$ cat config.mk
export PLATFORM = sky130hd
export DESIGN_NAME = regfile_onehot_wr_flat
export DESIGN_NICKNAME = d
export VERILOG_FILES = /design/src/rtl/regfile_onehot_wr_if.sv /design/src/rtl/regfile_onehot_wr.sv /design/src/flat_wrapper.sv
export SDC_FILE = /design/constraint.sdc
export NUM_CORES = 2
export LEC_CHECK = 0
export ABC_AREA = 1
export CAP_MARGIN = 20
export CORE_MARGIN = 2
export CORE_UTILIZATION = 50
export CTS_CLUSTER_DIAMETER = 150
export DETAILED_ROUTE_END_ITERATION = 6
export PLACE_DENSITY = 0.66
export SETUP_SLACK_MARGIN = 0.1
export SLEW_MARGIN = 5
export SYNTH_ARGS = -nofsm -noshare
export SYNTH_HDL_FRONTEND = slang
export SYNTH_SLANG_ARGS = --single-unit
$ cat constraint.sdc
create_clock -name clk -period 6.8 [get_ports clk]
set_input_delay 1.02 -clock clk [delete_from_list [all_inputs] [get_ports clk]]
set_output_delay 1.02 -clock clk [all_outputs]
set_load 0.02 [all_outputs]
$ cat src/rtl/regfile_onehot_wr_if.sv
// Write/read bundle between the WB write-address decoder, the ID read logic and the register file.
interface regfile_onehot_wr_if #(
   parameter int unsigned SELECT_WIDTH = 5,
   parameter int unsigned DATA_WIDTH   = 32
) ();
   localparam int unsigned NumRegs = 2 ** SELECT_WIDTH;

   logic [NumRegs-1:0]      WrOneHot;
   logic [DATA_WIDTH-1:0]   WrData;
   logic [SELECT_WIDTH-1:0] RdAddrA;
   logic [SELECT_WIDTH-1:0] RdAddrB;
   logic                    ClrErr;
   logic [DATA_WIDTH-1:0]   RdDataA;
   logic [DATA_WIDTH-1:0]   RdDataB;
   logic                    WrErr;

   modport master (
      output WrOneHot, WrData, RdAddrA, RdAddrB, ClrErr,
      input  RdDataA, RdDataB, WrErr
   );

   modport slave (
      input  WrOneHot, WrData, RdAddrA, RdAddrB, ClrErr,
      output RdDataA, RdDataB, WrErr
   );
endinterface

$ cat src/rtl/regfile_onehot_wr.sv
// Two-read/one-write register file driven by a one-hot write-enable vector, with
// same-cycle write-to-read bypass, hardwired r0 and a sticky multi-hot error flag.
module regfile_onehot_wr #(
   parameter int unsigned SELECT_WIDTH = 5,
   parameter int unsigned DATA_WIDTH   = 32
) (
   input  logic                  clk,
   input  logic                  rst_n,
   regfile_onehot_wr_if.slave    rf
);
   localparam int unsigned NumRegs = 2 ** SELECT_WIDTH;

   logic [DATA_WIDTH-1:0]   regs_q [NumRegs];
   logic [DATA_WIDTH-1:0]   regs_d [NumRegs];
   logic                    wr_err_q;
   logic                    wr_err_d;

   logic                    one_hot_c;
   logic                    multi_hot_c;
   logic                    wr_en_c;
   logic                    bypass_en_c;
   logic [SELECT_WIDTH-1:0] wr_idx_c;
   logic [DATA_WIDTH-1:0]   rd_a_c;
   logic [DATA_WIDTH-1:0]   rd_b_c;

   // Classify the enable vector and encode the selected register.
   always_comb begin
      one_hot_c   = (rf.WrOneHot != '0) &&
                    ((rf.WrOneHot & (rf.WrOneHot - NumRegs'(1))) == '0);
      multi_hot_c = (rf.WrOneHot != '0) && !one_hot_c;
      wr_idx_c    = '0;
      for (int unsigned i = 0; i < NumRegs; i++) begin
         if (rf.WrOneHot[i]) begin
            wr_idx_c = SELECT_WIDTH'(i);
         end
      end
      wr_en_c     = one_hot_c && (wr_idx_c != '0);
      bypass_en_c = wr_en_c && rst_n;
   end

   // Next-state for storage and the sticky error; a multi-hot write beats ClrErr.
   always_comb begin
      regs_d = regs_q;
      if (wr_en_c) begin
         regs_d[wr_idx_c] = rf.WrData;
      end
      wr_err_d = wr_err_q;
      if (multi_hot_c) begin
         wr_err_d = 1'b1;
      end else if (rf.ClrErr) begin
         wr_err_d = 1'b0;
      end
   end

   always_ff @(posedge clk) begin
      if (!rst_n) begin
         for (int unsigned i = 0; i < NumRegs; i++) begin
            regs_q[i] <= '0;
         end
         wr_err_q <= 1'b0;
      end else begin
         regs_q   <= regs_d;
         wr_err_q <= wr_err_d;
      end
   end

   // Read ports: r0 reads zero, a valid write to the same register bypasses storage.
   always_comb begin
      rd_a_c = regs_q[rf.RdAddrA];
      if (rf.RdAddrA == '0) begin
         rd_a_c = '0;
      end else if (bypass_en_c && (rf.RdAddrA == wr_idx_c)) begin
         rd_a_c = rf.WrData;
      end

      rd_b_c = regs_q[rf.RdAddrB];
      if (rf.RdAddrB == '0) begin
         rd_b_c = '0;
      end else if (bypass_en_c && (rf.RdAddrB == wr_idx_c)) begin
         rd_b_c = rf.WrData;
      end
   end

   assign rf.RdDataA = rd_a_c;
   assign rf.RdDataB = rd_b_c;
   assign rf.WrErr   = wr_err_q;

endmodule
$ cat src/flat_wrapper.sv
// flat-port wrapper written by rule: the top's interface ports become plain ports
module regfile_onehot_wr_flat 
#(
   parameter int unsigned SELECT_WIDTH = 5,
   parameter int unsigned DATA_WIDTH   = 32
)
  (clk, rst_n, rf_WrOneHot, rf_WrData, rf_RdAddrA, rf_RdAddrB, rf_ClrErr, rf_RdDataA, rf_RdDataB, rf_WrErr);
  regfile_onehot_wr_if #(.SELECT_WIDTH(SELECT_WIDTH), .DATA_WIDTH(DATA_WIDTH)) rf_i ();
  input  logic clk;
  input  logic rst_n;
  input wire logic [$bits(rf_i.WrOneHot)-1:0] rf_WrOneHot;
  input wire logic [$bits(rf_i.WrData)-1:0] rf_WrData;
  input wire logic [$bits(rf_i.RdAddrA)-1:0] rf_RdAddrA;
  input wire logic [$bits(rf_i.RdAddrB)-1:0] rf_RdAddrB;
  input wire logic [$bits(rf_i.ClrErr)-1:0] rf_ClrErr;
  output wire logic [$bits(rf_i.RdDataA)-1:0] rf_RdDataA;
  output wire logic [$bits(rf_i.RdDataB)-1:0] rf_RdDataB;
  output wire logic [$bits(rf_i.WrErr)-1:0] rf_WrErr;
  assign rf_i.WrOneHot = rf_WrOneHot;
  assign rf_i.WrData = rf_WrData;
  assign rf_i.RdAddrA = rf_RdAddrA;
  assign rf_i.RdAddrB = rf_RdAddrB;
  assign rf_i.ClrErr = rf_ClrErr;
  assign rf_RdDataA = rf_i.RdDataA;
  assign rf_RdDataB = rf_i.RdDataB;
  assign rf_WrErr = rf_i.WrErr;
  regfile_onehot_wr #(.SELECT_WIDTH(SELECT_WIDTH), .DATA_WIDTH(DATA_WIDTH)) u_core (.clk(clk), .rst_n(rst_n), .rf(rf_i));
endmodule
==> impl_metrics.csv <==
group,metric,value,unit
setup_path,endpoint_kind,"output pin",
logic_synthesis,ys_warn_count,0,
setup_path,required,5.78,ns
global_routing,grt_busiest_layer,"met2",
global_routing,grt_first_pass_wirelength,354,mm
clock_network,cts_max_level,3,
detailed_routing,wl,241,mm
floorplanning,num_io_pins,142,
setup_path,crit_top_cell,"nor2_1",
placement,place_congestion,0.980,
floorplanning,die_area,0.113,mm²
global_routing,grt_util_met3,12.3,%
clock_network,cts_setup_buffers,0,
final_layout,postLayoutCoreUtil,56.1,%
detailed_routing,first_iter_violations,9568,
sta,max_freq,160,MHz
detailed_routing,ant_nets,0,
floorplanning,die_w,337,µm
sta,slew_headroom,18.3,%
clock_network,cts_sinks,1025,
setup_path,crit_path_start_kind,"primary input",
clock_network,clk_latency,0.72,ns
sta,worst_pin_slew,1.22,ns
clock_network,cts_resized,0,
status,status,"finished, final reports clean",
pwr,p_leak,0.0234,µW
final_layout,drive_gt1_share,5.79,%
floorplanning,die_h,337,µm
placement,portBuffers,141,
placement,dp_hpwl,137,mm
detailed_routing,post_drt_wl_per_cell,25.0,µm
global_routing,met1_usage,53.3,%
clock_network,hold_buffers,0,
final_layout,syn_to_final_growth,10.9,%
pwr,p_per_area,230,mW/mm²
setup_path,worstPathCellList,"clkdlybuf4s50_1 > nor2_1 > inv_2 > nor2_1 > inv_1 > nor2_1 > inv_2 > nor2_8 > nand2_2 > nor2_4 > nand3_1 > o21ai_1 > nand2_1 > nor4_1 > nand3_1 > a21oi_2 > nand3_2 > nor2_4 > buf_12 > nor2_1 > nor2_1 > clkdlybuf4s50_1",
clock_network,cts_buffers,113,
run,drv_cap,0,
placement,dp.cells,9405,
logic_synthesis,synth_seq_area_share,37.1,%
sta,drv_slew,0,
detailed_routing,dr.pass1.iters,6,
sta,holdWs,0.424,ns
logic_synthesis,synth_cell_types,43,
logic_synthesis,synth_seq_cells,1025,
sta,rsz0062_at_grt,"no",
sta,hold_viol_final,0,
setup_path,max_stage_delay,0.63,ns
sta,tns,0,ns
global_routing,grt_use_total,41.2,%
clock_network,path_clk_slew,0.05,ns
final_layout,final_nets,8122,
global_routing,grt_max_degree,240,
global_routing,overflow,0,
setup_path,critPathKind,"primary input to output pin",
floorplanning,initial_utilization,50.6,%
setup_path,critPathSlowestCell,"clkdlybuf4s50_1",
sta,finClkSkew,0,ns
pwr,vdd_drop_max,0.000219,V
global_routing,grt_pass1_vias,55540,
sta,period_share,91.6,%
detailed_routing,vias,61521,
hold_path,hp-class,"register to register",
setup_path,path_max_fanout,64,
final_layout,final_cells,9626,
logic_synthesis,synth-edff-count,0,
logic_synthesis,synth_nets,8534,
logic_synthesis,avgSynthCellArea,6.54,µm²
clock_network,cts_buffer_depth,3,
global_routing,antenna_found_initial,25,
setup_path,crit_arrival,5.21,ns
detailed_routing,via_per_inst,6.39,
final_layout,fill_cells,10557,
floorplanning,rows,121,
clock_network,cts_tree,"built",
sta,setup-violations-final,0,
pwr,power,14100,µW
clock_network,cts_root_buffer,"clkbuf_16",
logic_synthesis,postSynthCellCount,8457,
detailed_routing,drc,0,
logic_synthesis,synthFlopType,"dfxtp_1",
sta,layout_min_cycle_time,6.23,ns
global_routing,use_met2,61.3,%
floorplanning,core_region_area,0.109,mm²
logic_synthesis,synthArstFlopShare,0,%
logic_synthesis,synth.cell_area,0.0553,mm²
## layer usage
layer  part of all wire (%)  up-vias
li1                       -    28095
met1                     39    28425
met2                     42     4167
met3                     14      810
met4                    5.5       24
met5                  0.081        -
## state kept, by name (all words and copies together), names as in the netlist
name             count
u_core.regs_q     1024
u_core.rf.WrErr      1
## metrics by stage
stage | setup slack (ns) | cell area (µm²)
2_1_floorplan | 1.86 | 55300
3_3_place_gp | 0.780 | 57500
3_5_place_dp | 0.693 | 57500
4_1_cts | 0.687 | 61300
5_1_grt | 0.347 | 61300
6_report | 0.569 | 61300
## synthesized netlist by cell type (4+ instances only)
library cell	number	share of area [%]
a211oi_1	341	4.6
a21oi_1	1459	13
a311oi_1	22	0.35
a31oi_1	51	0.58
buf_1	37	0.25
buf_2	37	0.33
buf_4	8	0.11
buf_6	4	0.081
clkbuf_1	775	5.3
clkinv_1	4	0.027
dfxtp_1	1025	37
inv_1	625	4.2
inv_2	7	0.048
nand2_1	1127	7.7
nand2_2	11	0.12
nand3_1	435	3.9
nand4_1	4	0.045
nand4_2	5	0.11
nor2_1	797	5.4
nor2_2	11	0.12
nor2_4	5	0.10
nor3_1	13	0.12
nor4_1	5	0.057
o2111ai_1	4	0.063
o211ai_1	48	0.65
o21ai_0	1438	13
o21ai_1	30	0.27
o311ai_0	111	1.8
xor2_1	4	0.063
## worst max-delay path, delay by kind of cell
kind,cells,cell delay (ns)
buffers and inverters,6,1.61
AND/OR/NAND/NOR,14,2.17
AO/OA/AOI/OAI,2,0.34
## report_power, final
group,internal [µW],leakage [µW],switching [µW]
registers,6000,0.00825,0.152
clock network,3700,0.00187,2670
logic,464,0.0133,1290
total,10200,0.0234,3960
## path summary, 6_finish.rpt
kind,startpoint,end,slack [ns],depth (start not counted)
max reg2reg,u_core.rf.WrErr,u_core.rf.WrErr,6.06,4
min,u_core.regs_q[999],u_core.regs_q[999],0.42,2
max,rf_WrOneHot[13],rf_RdDataA[9],0.57,22
min reg2reg,u_core.regs_q[999],u_core.regs_q[999],0.42,2
## kinds of logic (layout without fill, tap and decap cells)
| kind of cell | count (synthesis) | after routing | share of synthesized area (%) |
|---|---|---|---|
| compound gates | 3512 | 3512 | 34.6 |
| xor+xnor | 4 | 4 | 0.0634 |
| fa+ha+maj | 1 | 1 | 0.0181 |
| buf+inv | 1497 | 1174 | 10.4 |
| flops | 1025 | 1025 | 37.1 |
| other cells | 0 | 16 | 0 |
| simple gates | 2418 | 2418 | 17.8 |
## cells in the final DEF (no fill, tap or decap), types with 111 or more instances in the layout
cell type	Yosys	routed
a211oi_1	341	341
a21oi_1	1459	1459
buf_4	8	164
clkbuf_16	0	114
clkdlybuf4s50_1	0	112
dfxtp_1	1025	1025
inv_1	625	618
nand2_1	1127	1120
nand3_1	435	435
nor2_1	797	789
o21ai_0	1438	1438
o311ai_0	111	111
## area by class of cell
| cell class | instances | area [µm²] | area share [%] |
|---|---|---|---|
| Antenna cell | 16 | 40.0 | 0.0653 |
| Clock buffer | 170 | 3360 | 5.49 |
| Inverter | 636 | 2430 | 3.97 |
| Multi-Input combinational cell | 5935 | 29300 | 47.7 |
| Clock inverter | 34 | 419 | 0.684 |
| Timing Repair Buffer | 334 | 3410 | 5.57 |
| Sequential cell | 1025 | 20500 | 33.5 |
| Tap cell | 1476 | 1850 | 3.01 |
No activity file was read; power rests on OpenSTA's default activity.
